File: config.mk
export PLATFORM = sky130hd
export DESIGN_NAME = cmd_addr_latch_flat
export DESIGN_NICKNAME = d
export VERILOG_FILES = /design/src/rtl/cmd_addr_latch_if.sv /design/src/rtl/cmd_addr_latch.sv /design/src/flat_wrapper.sv
export SDC_FILE = /design/constraint.sdc
export NUM_CORES = 1
export LEC_CHECK = 0
export ABC_AREA = 1
export BUFFER_PORTS_ARGS = -buffer_cell sky130_fd_sc_hd__buf_2
export CORE_AREA = 10 10 87 89
export CTS_BUF_LIST = sky130_fd_sc_hd__clkbuf_4 sky130_fd_sc_hd__clkbuf_8 sky130_fd_sc_hd__clkbuf_16
export DETAILED_ROUTE_END_ITERATION = 8
export DIE_AREA = 0 0 97 99
export GPL_TIMING_DRIVEN = 0
export SLEW_MARGIN = 10
export SYNTH_ARGS = -nofsm -noshare
export SYNTH_HDL_FRONTEND = slang
export SYNTH_SLANG_ARGS = --single-unit
File: constraint.sdc
create_clock -name clk -period 1.9 [get_ports clk]
set_input_delay 0.19 -clock clk [delete_from_list [all_inputs] [get_ports clk]]
set_output_delay 0.19 -clock clk [all_outputs]
set_load 0.03 [all_outputs]
File: src/rtl/cmd_addr_latch_if.sv
// Host-bus bundle for cmd_addr_latch: NAND-style strobes and data in,
// decoded command / assembled address and status pulses out.
interface cmd_addr_latch_if #(
   parameter int DATA_W = 8,
   parameter int ADDR_W = 24
);
   logic              CE;
   logic              CLE;
   logic              ALE;
   logic              WE_n;
   logic [DATA_W-1:0] io_in;
   logic              RB;
   logic [3:0]        command;
   logic              command_ready;
   logic [ADDR_W-1:0] address;
   logic              address_ready;
   logic              cmd_err;

   modport master (
      output CE, CLE, ALE, WE_n, io_in, RB,
      input  command, command_ready, address, address_ready, cmd_err
   );

   modport slave (
      input  CE, CLE, ALE, WE_n, io_in, RB,
      output command, command_ready, address, address_ready, cmd_err
   );
endinterface

File: src/rtl/cmd_addr_latch.sv
// Host-bus front end: latches NAND-style command/address cycles on WE_n rising edges.
// Define WE_SYNC_EN to insert a 2-flop synchroniser ahead of the input stage (asynchronous host).
module cmd_addr_latch #(
   parameter int DATA_W      = 8,
   parameter int ADDR_CYCLES = 3,
   parameter int ADDR_W      = DATA_W * ADDR_CYCLES
) (
   input logic             clk,
   input logic             rst_n,
   cmd_addr_latch_if.slave bus
);

   localparam int CNT_W = (ADDR_CYCLES > 1) ? $clog2(ADDR_CYCLES) : 1;
   localparam logic [CNT_W-1:0] LAST_BYTE = CNT_W'(ADDR_CYCLES - 1);

   localparam logic [1:0] ST_IDLE   = 2'd0;
   localparam logic [1:0] ST_ADDR   = 2'd1;
   localparam logic [1:0] ST_AREADY = 2'd2;

   localparam logic [DATA_W-1:0] OP_WSETUP  = DATA_W'(8'h80);
   localparam logic [DATA_W-1:0] OP_WCONFIRM = DATA_W'(8'h10);
   localparam logic [DATA_W-1:0] OP_RSETUP  = DATA_W'(8'h00);
   localparam logic [DATA_W-1:0] OP_RCONFIRM = DATA_W'(8'h30);
   localparam logic [DATA_W-1:0] OP_RESET   = DATA_W'(8'hFF);

   logic              in_we, in_cle, in_ale, in_ce;
   logic [DATA_W-1:0] in_io;

`ifdef WE_SYNC_EN
   logic [1:0]        sy_we, sy_cle, sy_ale, sy_ce;
   logic [DATA_W-1:0] sy1_io, sy2_io;

   // Idle levels (WE_n/CE high) on reset so release cannot fake a strobe.
   always_ff @(posedge clk or negedge rst_n) begin
      if (!rst_n) begin
         sy_we  <= '1;
         sy_ce  <= '1;
         sy_cle <= '0;
         sy_ale <= '0;
         sy1_io <= '0;
         sy2_io <= '0;
      end else begin
         sy_we  <= {sy_we[0], bus.WE_n};
         sy_ce  <= {sy_ce[0], bus.CE};
         sy_cle <= {sy_cle[0], bus.CLE};
         sy_ale <= {sy_ale[0], bus.ALE};
         sy1_io <= bus.io_in;
         sy2_io <= sy1_io;
      end
   end

   assign in_we  = sy_we[1];
   assign in_ce  = sy_ce[1];
   assign in_cle = sy_cle[1];
   assign in_ale = sy_ale[1];
   assign in_io  = sy2_io;
`else
   assign in_we  = bus.WE_n;
   assign in_ce  = bus.CE;
   assign in_cle = bus.CLE;
   assign in_ale = bus.ALE;
   assign in_io  = bus.io_in;
`endif

   logic              s_we, s_we_d, s_cle, s_ale, s_ce;
   logic [DATA_W-1:0] s_io;
   logic              strobe;

   always_ff @(posedge clk or negedge rst_n) begin
      if (!rst_n) begin
         s_we   <= 1'b1;
         s_we_d <= 1'b1;
         s_ce   <= 1'b1;
         s_cle  <= 1'b0;
         s_ale  <= 1'b0;
         s_io   <= '0;
      end else begin
         s_we   <= in_we;
         s_we_d <= s_we;
         s_ce   <= in_ce;
         s_cle  <= in_cle;
         s_ale  <= in_ale;
         s_io   <= in_io;
      end
   end

   assign strobe = s_we & ~s_we_d;

   logic       cmd_ok, cmd_setup, busy_block;
   logic [3:0] cmd_code;

   always_comb begin
      cmd_ok    = 1'b1;
      cmd_setup = 1'b0;
      cmd_code  = '0;
      case (s_io)
         OP_WSETUP:   begin cmd_code = 4'b0100; cmd_setup = 1'b1; end
         OP_WCONFIRM: cmd_code = 4'b0010;
         OP_RSETUP:   begin cmd_code = 4'b0001; cmd_setup = 1'b1; end
         OP_RCONFIRM: cmd_code = 4'b1000;
         OP_RESET:    cmd_code = 4'b1111;
         default:     cmd_ok = 1'b0;
      endcase
   end

   // While busy only a pure command cycle carrying the reset opcode gets through.
   assign busy_block = ~bus.RB & ~(s_cle & ~s_ale & (s_io == OP_RESET));

   logic [1:0]        state;
   logic [CNT_W-1:0]  byte_cnt;
   logic [3:0]        cmd_q;
   logic [ADDR_W-1:0] addr_q;
   logic              cmd_rdy_q, addr_rdy_q, err_q;

   always_ff @(posedge clk or negedge rst_n) begin
      if (!rst_n) begin
         state      <= ST_IDLE;
         byte_cnt   <= '0;
         cmd_q      <= '0;
         addr_q     <= '0;
         cmd_rdy_q  <= 1'b0;
         addr_rdy_q <= 1'b0;
         err_q      <= 1'b0;
      end else begin
         cmd_rdy_q <= 1'b0;
         err_q     <= 1'b0;
         if (s_ce) begin
            state      <= ST_IDLE;
            addr_rdy_q <= 1'b0;
            byte_cnt   <= '0;
         end else if (strobe) begin
            if (busy_block || (s_cle && s_ale)) begin
               err_q <= 1'b1;
            end else if (s_cle) begin
               if (cmd_ok) begin
                  cmd_q      <= cmd_code;
                  cmd_rdy_q  <= 1'b1;
                  addr_rdy_q <= 1'b0;
                  byte_cnt   <= '0;
                  state      <= cmd_setup ? ST_ADDR : ST_IDLE;
               end else begin
                  err_q <= 1'b1;
               end
            end else if (s_ale) begin
               if (state == ST_ADDR) begin
                  addr_q[int'(byte_cnt)*DATA_W +: DATA_W] <= s_io;
                  if (byte_cnt == LAST_BYTE) begin
                     addr_rdy_q <= 1'b1;
                     byte_cnt   <= '0;
                     state      <= ST_AREADY;
                  end else begin
                     byte_cnt <= byte_cnt + CNT_W'(1);
                  end
               end else begin
                  err_q <= 1'b1;
               end
            end
         end
      end
   end

   assign bus.command       = cmd_q;
   assign bus.command_ready = cmd_rdy_q;
   assign bus.address       = addr_q;
   assign bus.address_ready = addr_rdy_q;
   assign bus.cmd_err       = err_q;

endmodule

File: src/flat_wrapper.sv
// flat-port wrapper written by rule: the top's interface ports become plain ports
module cmd_addr_latch_flat 
#(
   parameter int DATA_W      = 8,
   parameter int ADDR_CYCLES = 3,
   parameter int ADDR_W      = DATA_W * ADDR_CYCLES
)
  (clk, rst_n, bus_CE, bus_CLE, bus_ALE, bus_WE_n, bus_io_in, bus_RB, bus_command, bus_command_ready, bus_address, bus_address_ready, bus_cmd_err);
  cmd_addr_latch_if #(.DATA_W(DATA_W), .ADDR_W(ADDR_W)) bus_i ();
  input logic clk;
  input logic rst_n;
  input wire logic [$bits(bus_i.CE)-1:0] bus_CE;
  input wire logic [$bits(bus_i.CLE)-1:0] bus_CLE;
  input wire logic [$bits(bus_i.ALE)-1:0] bus_ALE;
  input wire logic [$bits(bus_i.WE_n)-1:0] bus_WE_n;
  input wire logic [$bits(bus_i.io_in)-1:0] bus_io_in;
  input wire logic [$bits(bus_i.RB)-1:0] bus_RB;
  output wire logic [$bits(bus_i.command)-1:0] bus_command;
  output wire logic [$bits(bus_i.command_ready)-1:0] bus_command_ready;
  output wire logic [$bits(bus_i.address)-1:0] bus_address;
  output wire logic [$bits(bus_i.address_ready)-1:0] bus_address_ready;
  output wire logic [$bits(bus_i.cmd_err)-1:0] bus_cmd_err;
  assign bus_i.CE = bus_CE;
  assign bus_i.CLE = bus_CLE;
  assign bus_i.ALE = bus_ALE;
  assign bus_i.WE_n = bus_WE_n;
  assign bus_i.io_in = bus_io_in;
  assign bus_i.RB = bus_RB;
  assign bus_command = bus_i.command;
  assign bus_command_ready = bus_i.command_ready;
  assign bus_address = bus_i.address;
  assign bus_address_ready = bus_i.address_ready;
  assign bus_cmd_err = bus_i.cmd_err;
  cmd_addr_latch #(.DATA_W(DATA_W), .ADDR_CYCLES(ADDR_CYCLES), .ADDR_W(ADDR_W)) u_core (.clk(clk), .rst_n(rst_n), .bus(bus_i));
endmodule
# ---- Word level (Yosys, flattened, before mapping)
# Index checks and enable logic that the tools add are counted.
dict set report word_totals {
  regBits 48
  inputBits 15
  out_inout_bits 31
  elab_cells 90
}
dict set report classes {
  addsub 2
  n_eq_ne 8
  shift 2
  n_mux 41
  bitwise 11
  reduce_logical 13
}
# cell n
set ops {}
lappend ops {{$neg A5 Y33} 1}
lappend ops {{$shift A8 B33 Y24 const A} 1}
lappend ops {{$shiftx A8 B33 Y24} 1}
lappend ops {{$mux W2} 16}
lappend ops {{$bwmux W24} 1}
lappend ops {{$mux W1} 23}
lappend ops {{$pmux W4 S5} 1}
lappend ops {{$eq A8 B8 Y1 const B} 2}
lappend ops {{$reduce_and A6 Y1} 2}
lappend ops {{$reduce_and A5 Y1} 2}
lappend ops {{$reduce_bool A3 Y1} 3}
lappend ops {{$eq A8 B5 Y1 const B} 1}
lappend ops {{$eq A8 B6 Y1 const B} 1}
lappend ops {{$logic_not A8 Y1} 1}
lappend ops {{$not A1 Y1} 7}
lappend ops {{$reduce_or A5 Y1} 1}
lappend ops {{$and A1 B1 Y1} 4}
lappend ops {{$ne A3 B3 Y1 const B} 1}
lappend ops {{$add A2 B1 Y2 const B} 1}
lappend ops {{$eq A2 B1 Y1 const B} 1}
lappend ops {{$eq A2 B2 Y1 const B} 1}
lappend ops {{$ne A2 B1 Y1 const B} 1}
lappend ops {{$reduce_bool A2 Y1} 1}
lappend ops {{$reduce_or A2 Y1} 1}
lappend ops {{other kinds (2)} 2}

# ---- Depth between registers and ports, before layout
dict set report logic_depth {
  word_depth 9
  ltp_mapped 11
  ltp_nobuf 11
}

# ---- Least setup slack after synthesis
# No wires, ideal clock.
dict set report synth_path {
  kind {register to register}
  startpoint {register u_core.bus.address_ready (netlist name)}
  endpoint {register u_core.addr_q[14], in the netlist u_core.bus.address[14]}
  setup_ns 0.118
  arrival_ns 1.486
  t_required_ns 1.782
  path_slack_ns 0.297
  stages_incl_launch_ff 8
  path_buffers 1
  period_less_slack_ns 1.603
  cell_sequence {dfrtp_1 -> inv_1 -> nand2_1 -> nor3_2 -> nand3_4 -> buf_6 -> nand2_2 -> o21ai_2}
}
# element line
set synth_rtl {}
lappend synth_rtl {{end signal, assigned by index} cmd_addr_latch.sv:146} ;# addr_q[int'(byte_cnt)*DATA_W +: DATA_W] <= s_io;
lappend synth_rtl {{end, declared} cmd_addr_latch.sv:112} ;# logic [ADDR_W-1:0] addr_q;

# ---- Final worst setup path
dict set report layout_path {
  startpoint {register u_core.s_io[5]}
  endpoint {register u_core.addr_q[14], in the netlist u_core.bus.address[14]}
}
dict set report layout_between {
  elab_chain_cells 7
  word_cells_on_any_way 9
  classes_between {1 x eq/ne; 1 x shift; 1 x mux; 4 x bitwise; 2 x reduce/logical}
}
# element line
set layout_lines {}
lappend layout_lines {{start, declared} cmd_addr_latch.sv:66} ;# logic [DATA_W-1:0] s_io;
lappend layout_lines {{start signal, assigned} cmd_addr_latch.sv:83} ;# s_io <= in_io;
lappend layout_lines {{$eq A8 B8 Y1} cmd_addr_latch.sv:107} ;# assign busy_block = ~bus.RB & ~(s_cle & ~s_ale & (s_io == OP_RESET));
lappend layout_lines {{$and A1 B1 Y1} cmd_addr_latch.sv:107}
lappend layout_lines {{$not A1 Y1} cmd_addr_latch.sv:107}
lappend layout_lines {{$and A1 B1 Y1} cmd_addr_latch.sv:107}
lappend layout_lines {{$logic_or A1 B1 Y1} cmd_addr_latch.sv:132} ;# if (busy_block || (s_cle && s_ale)) begin
lappend layout_lines {{$not A1 Y1 (no source line)} --}
lappend layout_lines {{$reduce_and A6 Y1 (no source line)} --}
# Parallel ways exist; a longest one is shown, timed or not.
# A chain may end at the register's enable or synchronous reset.

==> impl_metrics.env <==
export IMPL_outcome="finished clean"
export IMPL_wl_per_cell_um=12.7
export IMPL_route_detailed_drc=0
export IMPL_path_delay_family="simple AND/OR/NAND/NOR gates"
export IMPL_p_leak_nw=1.42
export IMPL_ios=46
export IMPL_holdWs_ns=0.0611
export IMPL_grt_ovfl_total=0
export IMPL_max_stage_delay_ns=0.45
export IMPL_routed_via_count=1742
export IMPL_hpwl_mm=3.74
export IMPL_setup_violations=0
export IMPL_fin_skew_ns=0.00876
export IMPL_grt_pass1_vias=1803
export IMPL_die_w_um=97
export IMPL_fmax_ghz=0.573
export IMPL_synth_distinct_cells=24
export IMPL_timing_final_crit_share_pct=91.9
export IMPL_antennaDiodeCount=0
export IMPL_tightest_slew_ns=1.02
export IMPL_grt_use_total_pct=10.5
export IMPL_crit_arrival_ns=1.93
export IMPL_post_dp_cell_area_um2=2600
export IMPL_slew_headroom_pct=32.3
export IMPL_coreArea_um2=5850
export IMPL_critPathRequiredTime_ns=2.09
export IMPL_synthesis_nets=272
export IMPL_ys_seq_area_share_pct=51.7
export IMPL_path_class="reg -> reg"
export IMPL_synthCells=252
export IMPL_setup_tns_ns=0
export IMPL_port_buffer_count=45
export IMPL_fin_area_um2=2810
export IMPL_hold_viol_final=0
export IMPL_place_congestion=0.783
export IMPL_initial_core_util_pct=39.0
export IMPL_grt_pass1_wl_mm=8.43
export IMPL_root_buffer="clkbuf_8"
export IMPL_reg2reg_from="u_core.s_io[5]"
export IMPL_pre_cts_ws_ns=0.00934
export IMPL_fin_ws_ns=0.155
export IMPL_path_cells="nand2_2 -> nor2_4 -> nand3_2 -> a21oi_4 -> nand3_4 -> buf_6 -> nand2_2 -> o21ai_2"
export IMPL_worst_path_max_delay_cell="dfrtp_1"
export IMPL_antenna_found_initial=0
export IMPL_maxCapViolCount=0
export IMPL_areaGrowthSynthToFinish_pct=23.1
export IMPL_wirelength_mm=4.98
export IMPL_h_tree_depth=2
export IMPL_rsz0062_at_grt="false"
export IMPL_synth_seq_cells=47
export IMPL_start_kind="register"
export IMPL_die_area_um2=9600
export IMPL_dr_first_iter_drc_count=60
export IMPL_path_clk_slew_ns=0.09
export IMPL_hold_class="in -> async"
export IMPL_die_y_um=99
export IMPL_final_nets=335
export IMPL_clk_insertion_delay_late_ns=0.30
export IMPL_critPathMaxFanout=10
export IMPL_synth_area_per_cell_um2=9.05
export IMPL_grt_max_degree=48
export IMPL_cts_buffer_depth=2
export IMPL_drt_first_pass_iters=4
export IMPL_cts_made_buffers=5
export IMPL_drive_gt1_share_pct=32.6
export IMPL_path_common_cell="nand2_2"
export IMPL_vias_per_cell=4.46
export IMPL_peakVddDrop_uv=452
export IMPL_synth_async_reset_ratio_pct=100
export IMPL_synth_ff_type="dfrtp_1"
export IMPL_p_per_area_nw_per_um2=720
export IMPL_syn_cell_area_um2=2280
export IMPL_synth_edff_count=0
export IMPL_clock_sinks=47
export IMPL_cts_setup_buffers=0
export IMPL_num_rows=28
export IMPL_slew_violations=0
export IMPL_critPathLaunch="u_core.s_io[5]"
export IMPL_crit_buf_inv=1
export IMPL_yosys_warnings=0
export IMPL_ant_nets=0
export IMPL_fin_crit_ns=1.75
export IMPL_crit_path_end_kind="register"
export IMPL_cts_tree="yes"
==> power breakdown <==
part	internal [mW]	switching (mW)	total, mW	leakage (nW)
combinational	0.109	0.240	0.349	0.765
sequential	1.03	0.0333	1.07	0.605
clock	0.287	0.321	0.608	0.0491
total	1.43	0.594	2.02	1.42
==> registers in the layout (all words and copies together) (netlist names) <==
| register | flops |
|---|---|
| u_core.s_ce | 1 |
| u_core.bus.address_ready | 1 |
| u_core.s_ale | 1 |
| u_core.s_we_d | 1 |
| u_core.bus.command_ready | 1 |
| u_core.bus.command | 4 |
| u_core.state | 1 |
| u_core.byte_cnt | 2 |
| u_core.s_io | 8 |
| u_core.s_we | 1 |
| u_core.s_cle | 1 |
| u_core.bus.cmd_err | 1 |
| u_core.bus.address | 24 |
==> final timing paths <==
check | end | slack [ns] | cells past startpoint
max | u_core.bus.address[14] | 0.15 | 8
min reg2reg | u_core.s_we_d | 0.37 | 0
max in group asynchronous | u_core.bus.address[8] | 1.21 | 1
min in group clk | u_core.bus.cmd_err | 0.23 | 4
max reg2reg | u_core.bus.address[14] | 0.15 | 8
min | u_core.bus.cmd_err | 0.06 | 1
==> synthesized netlist by cell type, types with 2 or more instances <==
master | n | area [um^2]
buf_6 | 3 | 33.8
dfrtp_1 | 44 | 1100
dfstp_2 | 3 | 78.8
ha_1 | 5 | 62.6
inv_1 | 30 | 113
inv_2 | 2 | 7.51
nand2_1 | 77 | 289
nand2_2 | 8 | 50.1
nand3_1 | 7 | 35.0
nand3_4 | 4 | 70.1
nand4_1 | 3 | 18.8
nor2_1 | 24 | 90.1
o21ai_0 | 5 | 25.0
o21ai_1 | 4 | 20.0
o21ai_2 | 24 | 210
==> per-stage QoR <==
stage / total power [mW] / cells / util [%]
3_5_place_dp: 1.42 / 372 / 44.4
2_1_floorplan: 1.32 / 252 / -
3_3_place_gp: 1.41 / 372 / 44.4
6_report: 2.02 / 391 / 48.0
5_1_grt: 2.15 / 391 / 48.0
4_1_cts: 2.06 / 392 / 48.1
==> cells by family after synthesis <==
family / share of synthesized area, %
AO/OA/AOI/OAI: 12.5
AND/OR/NAND/NOR: 26.1
flip-flops: 51.7
adder cells (fa/ha/maj): 2.74
buffers and inverters: 6.91
==> final cells by class <==
cell class | instances | area (um^2)
multi-input cells | 169 | 946
repair buffers | 57 | 345
inverters | 32 | 120
flip-flops and latches | 47 | 1180
plain buffers | 3 | 33.8
clock buffers | 7 | 83.8
well taps | 75 | 93.8
fillers | 581 | 3040
clock inverters | 1 | 5.00
==> repair_timing <==
item	in CTS	in global routing
resized for setup	1	0
hold buffers	12	0
endpoints found under the setup margin	8	8
endpoints found under the hold margin	12	0
==> layer usage <==
metal / routed length, um / vias to the layer above / GRT usage [%] / share of wire, %
met5: 0 / - / 0 / 0
met4: 54 / 0 / 3.06 / 1.1
met3: 258 / 6 / 3.77 / 5.2
met2: 2360 / 31 / 17.7 / 47
met1: 2300 / 793 / 12.3 / 46
li1: - / 912 / - / -
==> placed cells by master (no fill, tap or decap), types with 4 or more instances in the layout <==
cell and n:
buf_2 45, clkbuf_8 5, dfrtp_1 44, o21ai_2 24, o21ai_1 4, nor2_1 23
nand2_1 77, nand2_2 8, dlygate4sd3_1 12, nand3_4 4, inv_1 30, o21ai_0 5
ha_1 5, nand3_1 7
Power figures use the tool's default switching activity.
